<file path="config.mk">
export PLATFORM = sky130hd
export DESIGN_NAME = display_scan
export DESIGN_NICKNAME = d
export VERILOG_FILES = /design/src/rtl/display_scan.sv
export SDC_FILE = /design/constraint.sdc
export NUM_CORES = 1
export LEC_CHECK = 0
export CAP_MARGIN = 20
export CORE_AREA = 5 5 129 131
export DETAILED_ROUTE_END_ITERATION = 8
export DIE_AREA = 0 0 134 136
export GPL_TIMING_DRIVEN = 0
export PLACE_DENSITY = 0.79
export SLEW_MARGIN = 20
export SYNTH_ARGS = -nofsm -noshare
export SYNTH_HDL_FRONTEND = slang
export SYNTH_SLANG_ARGS = --single-unit
</file>
<file path="constraint.sdc">
create_clock -name clk -period 3.09 [get_ports clk]
set_input_delay 0.618 -clock clk [delete_from_list [all_inputs] [get_ports clk]]
set_output_delay 0.618 -clock clk [all_outputs]
set_load 0.05 [all_outputs]
</file>
<file path="src/rtl/display_scan.sv">
// Display scan stage: snapshots time/date once per frame, converts the fields
// to BCD serially, and multiplexes 8 digits with field blinking for editing.
module display_scan #(
  parameter int SCAN_DIV     = 50000,
  parameter int BLINK_FRAMES = 64
) (
  input  logic        clk,
  input  logic        rst_n,
  input  logic [15:0] year,
  input  logic [5:0]  month,
  input  logic [10:0] day,
  input  logic [10:0] hour,
  input  logic [10:0] minute,
  input  logic [10:0] second,
  input  logic        mode,
  input  logic [1:0]  edit_field,
  output logic [2:0]  digit_sel,
  output logic [7:0]  an,
  output logic [3:0]  digit,
  output logic        dp
);

  localparam int PW = (SCAN_DIV > 1) ? $clog2(SCAN_DIV) : 1;
  localparam int BW = $clog2(BLINK_FRAMES + 1);

  typedef enum logic [2:0] {IDLE, LOAD, SHIFT, NEXT, COMMIT} state_t;

  state_t      state, state_n;
  logic [PW-1:0] pre;
  logic [BW-1:0] blink_cnt;
  logic        phase_on;
  logic        tick, frame_start;

  logic        mode_r;
  logic [1:0]  edit_r;
  logic [13:0] snap0, snap1, snap2;
  logic [1:0]  fld;
  logic [3:0]  bit_cnt;
  logic [15:0] bin, bcd, bcd_adj;
  logic [15:0] conv0, disp0;
  logic [7:0]  conv1, conv2, disp1, disp2;

  assign tick        = (pre == PW'(SCAN_DIV - 1));
  assign frame_start = tick && (digit_sel == 3'd7);

  // NOTE: sequential state always uses non-blocking assignments so every
  // register samples the pre-edge values, independent of statement order.
  always_ff @(posedge clk or negedge rst_n) begin
    if (!rst_n) begin
      pre       <= '0;
      blink_cnt <= '0;
      phase_on  <= 1'b1;
    end else begin
      pre <= tick ? '0 : pre + PW'(1);
      if (frame_start) begin
        if (blink_cnt == BW'(BLINK_FRAMES - 1)) begin
          blink_cnt <= '0;
          phase_on  <= ~phase_on;
        end else begin
          blink_cnt <= blink_cnt + BW'(1);
        end
      end
    end
  end

  // Add-3 correction on every BCD nibble that is 5 or more, ahead of the shift.
  always_comb begin
    for (int i = 0; i < 4; i++)
      bcd_adj[4*i +: 4] = (bcd[4*i +: 4] >= 4'd5) ? bcd[4*i +: 4] + 4'd3 : bcd[4*i +: 4];
  end

  // NOTE: every combinational output gets a default before the case so no
  // path leaves it unassigned, which would otherwise infer a latch.
  always_comb begin
    state_n = state;
    case (state)
      IDLE:    state_n = IDLE;
      LOAD:    state_n = SHIFT;
      SHIFT:   if (bit_cnt == 4'd15) state_n = NEXT;
      NEXT:    state_n = (fld == 2'd2) ? COMMIT : LOAD;
      COMMIT:  state_n = IDLE;
      default: state_n = IDLE;
    endcase
    // A new frame always restarts the conversion with the fresh snapshot.
    if (frame_start) state_n = LOAD;
  end

  always_ff @(posedge clk or negedge rst_n) begin
    if (!rst_n) state <= IDLE;
    else        state <= state_n;
  end

  // NOTE: the BCD working and display registers are reset so the first frame
  // after reset shows a defined all-zero image rather than power-up garbage.
  always_ff @(posedge clk or negedge rst_n) begin
    if (!rst_n) begin
      mode_r  <= 1'b0;
      edit_r  <= 2'd0;
      snap0   <= '0;
      snap1   <= '0;
      snap2   <= '0;
      fld     <= 2'd0;
      bit_cnt <= 4'd0;
      bin     <= '0;
      bcd     <= '0;
      conv0   <= '0;
      conv1   <= '0;
      conv2   <= '0;
      disp0   <= '0;
      disp1   <= '0;
      disp2   <= '0;
    end else if (frame_start) begin
      mode_r <= mode;
      edit_r <= edit_field;
      fld    <= 2'd0;
      if (mode) begin
        snap0 <= (year > 16'd9999) ? 14'd9999 : year[13:0];
        snap1 <= {8'd0, month};
        snap2 <= (day > 11'd99) ? 14'd99 : {3'd0, day};
      end else begin
        snap0 <= (hour > 11'd99) ? 14'd99 : {3'd0, hour};
        snap1 <= (minute > 11'd99) ? 14'd99 : {3'd0, minute};
        snap2 <= (second > 11'd99) ? 14'd99 : {3'd0, second};
      end
    end else begin
      case (state)
        LOAD: begin
          bcd     <= '0;
          bit_cnt <= 4'd0;
          case (fld)
            2'd0:    bin <= {2'b00, snap0};
            2'd1:    bin <= {2'b00, snap1};
            default: bin <= {2'b00, snap2};
          endcase
        end
        SHIFT: begin
          bcd     <= {bcd_adj[14:0], bin[15]};
          bin     <= {bin[14:0], 1'b0};
          bit_cnt <= bit_cnt + 4'd1;
        end
        NEXT: begin
          case (fld)
            2'd0:    conv0 <= bcd;
            2'd1:    conv1 <= bcd[7:0];
            default: conv2 <= bcd[7:0];
          endcase
          fld <= fld + 2'd1;
        end
        COMMIT: begin
          disp0 <= conv0;
          disp1 <= conv1;
          disp2 <= conv2;
        end
        default: ;
      endcase
    end
  end

  logic [2:0] ns;
  logic [3:0] slot_code;
  logic [1:0] slot_fld;
  logic       slot_dp, blank;

  // Decode of the slot about to be driven; registered on the tick edge.
  always_comb begin
    ns        = digit_sel + 3'd1;
    slot_code = 4'hF;
    slot_fld  = 2'd0;
    slot_dp   = 1'b0;
    if (mode_r) begin
      case (ns)
        3'd7: begin slot_code = disp0[15:12]; slot_fld = 2'd1; end
        3'd6: begin slot_code = disp0[11:8];  slot_fld = 2'd1; end
        3'd5: begin slot_code = disp0[7:4];   slot_fld = 2'd1; end
        3'd4: begin slot_code = disp0[3:0];   slot_fld = 2'd1; slot_dp = 1'b1; end
        3'd3: begin slot_code = disp1[7:4];   slot_fld = 2'd2; end
        3'd2: begin slot_code = disp1[3:0];   slot_fld = 2'd2; slot_dp = 1'b1; end
        3'd1: begin slot_code = disp2[7:4];   slot_fld = 2'd3; end
        default: begin slot_code = disp2[3:0]; slot_fld = 2'd3; end
      endcase
    end else begin
      case (ns)
        3'd7: begin slot_code = disp0[7:4]; slot_fld = 2'd1; end
        3'd6: begin slot_code = disp0[3:0]; slot_fld = 2'd1; end
        3'd5: slot_code = 4'hA;
        3'd4: begin slot_code = disp1[7:4]; slot_fld = 2'd2; end
        3'd3: begin slot_code = disp1[3:0]; slot_fld = 2'd2; end
        3'd2: slot_code = 4'hA;
        3'd1: begin slot_code = disp2[7:4]; slot_fld = 2'd3; end
        default: begin slot_code = disp2[3:0]; slot_fld = 2'd3; end
      endcase
    end
    blank = !phase_on && (edit_r != 2'd0) && (slot_fld == edit_r);
  end

  always_ff @(posedge clk or negedge rst_n) begin
    if (!rst_n) begin
      digit_sel <= 3'd0;
      an        <= 8'hFF;
      digit     <= 4'hF;
      dp        <= 1'b0;
    end else if (tick) begin
      digit_sel <= ns;
      if (blank) begin
        an    <= 8'hFF;
        digit <= 4'hF;
        dp    <= 1'b0;
      end else begin
        an    <= ~(8'd1 << ns);
        digit <= slot_code;
        dp    <= slot_dp;
      end
    end
  end

endmodule

</file>
==> impl_metrics.ini <==
[run_status]
outcome = completed

[timing]
finalSetupViolations = 0
fin_crit_sh_pct = 93.6
max_slew_margin_pct = 34.7
finClkSkew_ps = 10.1
rsz0062_at_grt = no
fin_crit_ps = 2890
slew_violations = 0
worst_slew_pin_slew_ps = 977
fmax_mhz = 346
fin_ws_ps = 199
hold_viol = 0

[worst_hold_path]
min-delay-path-class = input port to async pin

[global_route]
grt.total_usage_pct = 22.6
overflow = 0
grt_max_degree = 100
grt_pass1_vias = 6671
grt_antenna_before_repair = 0
grt_pass1_wl_um = 32700

[pwr]
p_per_area_mw_per_mm2 = 463
peakVddDrop_v = 0.000391
p_int_mw = 3.79
switching_share_pct = 20.4
pwr-share-clk_pct = 45.9
p_switching_uw = 975
pwr-share-comb_pct = 3.6
cellLeakagePower_nw = 4.62
p_seq_share_pct = 50.5

[die]
rows = 46
start_util_pct = 55.4
die_area_sq_mm = 0.0182
fp.dieH_um = 136
core_area_sq_mm = 0.0155
ios = 87
chipWidth_um = 134

[layout]
final_layout_size_suffix_gt1_share_pct = 14.2
final_cell_mix = dfrtp_1, clkdlybuf4s50_1, nand2_1, mux2_2, o21ai_0
nNetsFinal = 992
final_common_cell = dfrtp_1
area_growth_pct = 20.2
final_area_sq_mm = 0.0103
n_antenna_cell = 0
n_fill_cell = 1178

[worst_setup_path]
critPathMaxFanout = 10
slowest_delay_ps = 500
cp.arrival_ps = 3200
crit_path_start_kind = flip-flop
r2r_setup_slack_ps = 200
crit_type = flip-flop to flip-flop
required_ps = 3400
crit_slowest_cell = nor4b_4
crit_chain = ha_1 -> and3_1 -> and4_1 -> and2_1 -> buf_2 -> nor4b_4 -> buf_2 -> mux2_2
timing.rr.end = disp2[2]
r2r_cells = 8
path_common_cell = buf_2
crit_path_end_kind = flip-flop
r2r-start = pre[0]

[clocking]
tritoncts = yes
cts.sinks = 184
h-tree-depth = 4
worstSkewPairLatency_ps = 430
cts_buffer_depth = 2
postCtsSetupBuffers = 0
hold_buffers = 0
clock-root-buffer = clkbuf_16
numCtsBuffers = 17
clk_pin_slew_ps = 60
cts-resized-gates = 0

[place]
numPortBuffers = 86
gp_congestion = 0.888
dp_hpwl_um = 14500
dpl-instance-area_sq_mm = 0.00971
post-place-ws_ps = 241

[logic_synthesis]
ys.warnings.count = 0
synth-edff-count = 0
yosys-top-cells-area = dfrtp_1, mux2_2, dfstp_2
synth_cell_type_count = 57
synth_cells = 795
async_reset_ff_share_pct = 100
ys.flop_type = dfrtp_1
synth_top_area_share_pct = 49.9
syn_avg_cell_area_sq_um = 10.8
synth_top_cell_by_area = dfrtp_1
synth_area_sq_mm = 0.00858
ys_seq_area_share_pct = 53.9
synth_nets = 886
yosys_register_bits = 184

[detailed_routing]
dr.first_iter.drc_count = 625
avgRoutedWirePerCell_um = 17.8
ant_nets = 0
drt_pass1_iterations = 5
via_count = 6529
drc = 0
wl_um = 19700
drt-vias-per-instance = 5.90

[job]
maxCapViolations = 0
-- per-stage QoR --
step	util (%)	power [mW]	TNS, ps	std cells	hold slack, ps
3_5_place_dp	62.7	2.63	0	1074	456
4_1_cts	66.6	4.81	0	1106	236
2_1_floorplan	-	2.47	0	795	322
6_report	66.6	4.77	0	1106	202
3_3_place_gp	62.5	2.62	-1069640	1073	452
5_1_grt	66.6	4.92	0	1106	263
-- area by class of cell --
type                            instances  area, sq um  share of cell area [%]
Sequential cell                       184         4620                    44.8
Multi-Input combinational cell        542         3660                    35.5
Timing Repair Buffer                   87          893                    8.66
Clock buffer                           21          450                    4.37
Tap cell                              192          240                    2.33
Buffer                                 45          208                    2.01
Clock inverter                         11          150                    1.46
Inverter                               24         90.1                   0.874
-- state kept, by name, indices dropped and copies added, names as in the netlist, 11 cells and up --
name	count
bcd	16
bin	16
conv0	16
disp0	16
pre	16
snap0	14
snap1	11
snap2	11
-- worst max-delay path: cells and delay by family (launching register included) --
kind	cells	cell delay, ps
adders and majority gates	1	240
buffers and inverters	2	600
DFF	1	410
muxes	1	370
and+or+nand+nor	4	1150
-- routing by layer --
metal / track usage [%] / vias to the layer above / wire (um)
met1: 28.0 / 3202 / 8370
met3: 4.52 / 32 / 981
met4: 7.83 / 0 / 412
met5: 0 / - / 0
li1: - / 3098 / -
met2: 39.6 / 197 / 9940
-- synthesized netlist by cell type (3+ instances only) --
cell,instances
dfrtp_1,171
nand2_1,84
mux2_2,66
o21ai_0,54
nor2_1,49
nand3_1,29
clkbuf_1,28
a22oi_1,26
a21oi_1,25
inv_1,23
ha_1,20
a31oi_1,17
o21ai_1,14
xnor2_1,14
dfstp_2,13
o22ai_1,13
nor2b_1,11
xor2_1,11
buf_2,10
o31ai_1,8
a22o_1,7
a32o_1,7
and2_1,7
nor3_1,7
mux2i_1,6
o221ai_1,6
and3_1,5
o311ai_0,5
or3_1,5
a222oi_1,4
nand2b_1,4
nand4_1,4
nor4_1,4
buf_4,3
nor3b_1,3
nor4bb_1,3
-- worst max-delay path by stage --
| stage | startpoint | end | slack (ps) | cells after the start |
|---|---|---|---|---|
| 4_1_cts | pre[0] | disp1[4] | 220 | 8 |
| 2_1_floorplan | digit_sel[0] | an[4] | 480 | 9 |
| 3_3_place_gp | rst_n | blink_cnt[6] | -5980 | 1 |
| 3_5_place_dp | pre[0] | disp1[4] | 240 | 8 |
| 6_report | pre[0] | disp2[2] | 200 | 8 |
| 5_1_grt | pre[0] | disp2[4] | 120 | 8 |
-- logic make-up (layout without fill, tap and decap cells) --
group / Yosys count / in the layout / share of synthesized area [%]
xor gates and xnor gates: 25 / 25 / 2.55
muxes: 72 / 72 / 9.37
adders and majority gates: 20 / 20 / 2.92
buffers and inverters: 69 / 188 / 3.47
DFF: 184 / 184 / 53.9
AOI/OAI and AO/OA: 199 / 199 / 15.0
and+or+nand+nor: 226 / 226 / 12.8
-- power groups by stage --
stage	logic, mW	registers (mW)	clock network (mW)
detailed placement	0.174	2.45	0
global placement	0.167	2.46	0
floorplan	0.0187	2.45	0
global route	0.189	2.41	2.32
finish	0.171	2.41	2.19
CTS	0.174	2.41	2.23
Power figures use the tool's default switching activity.
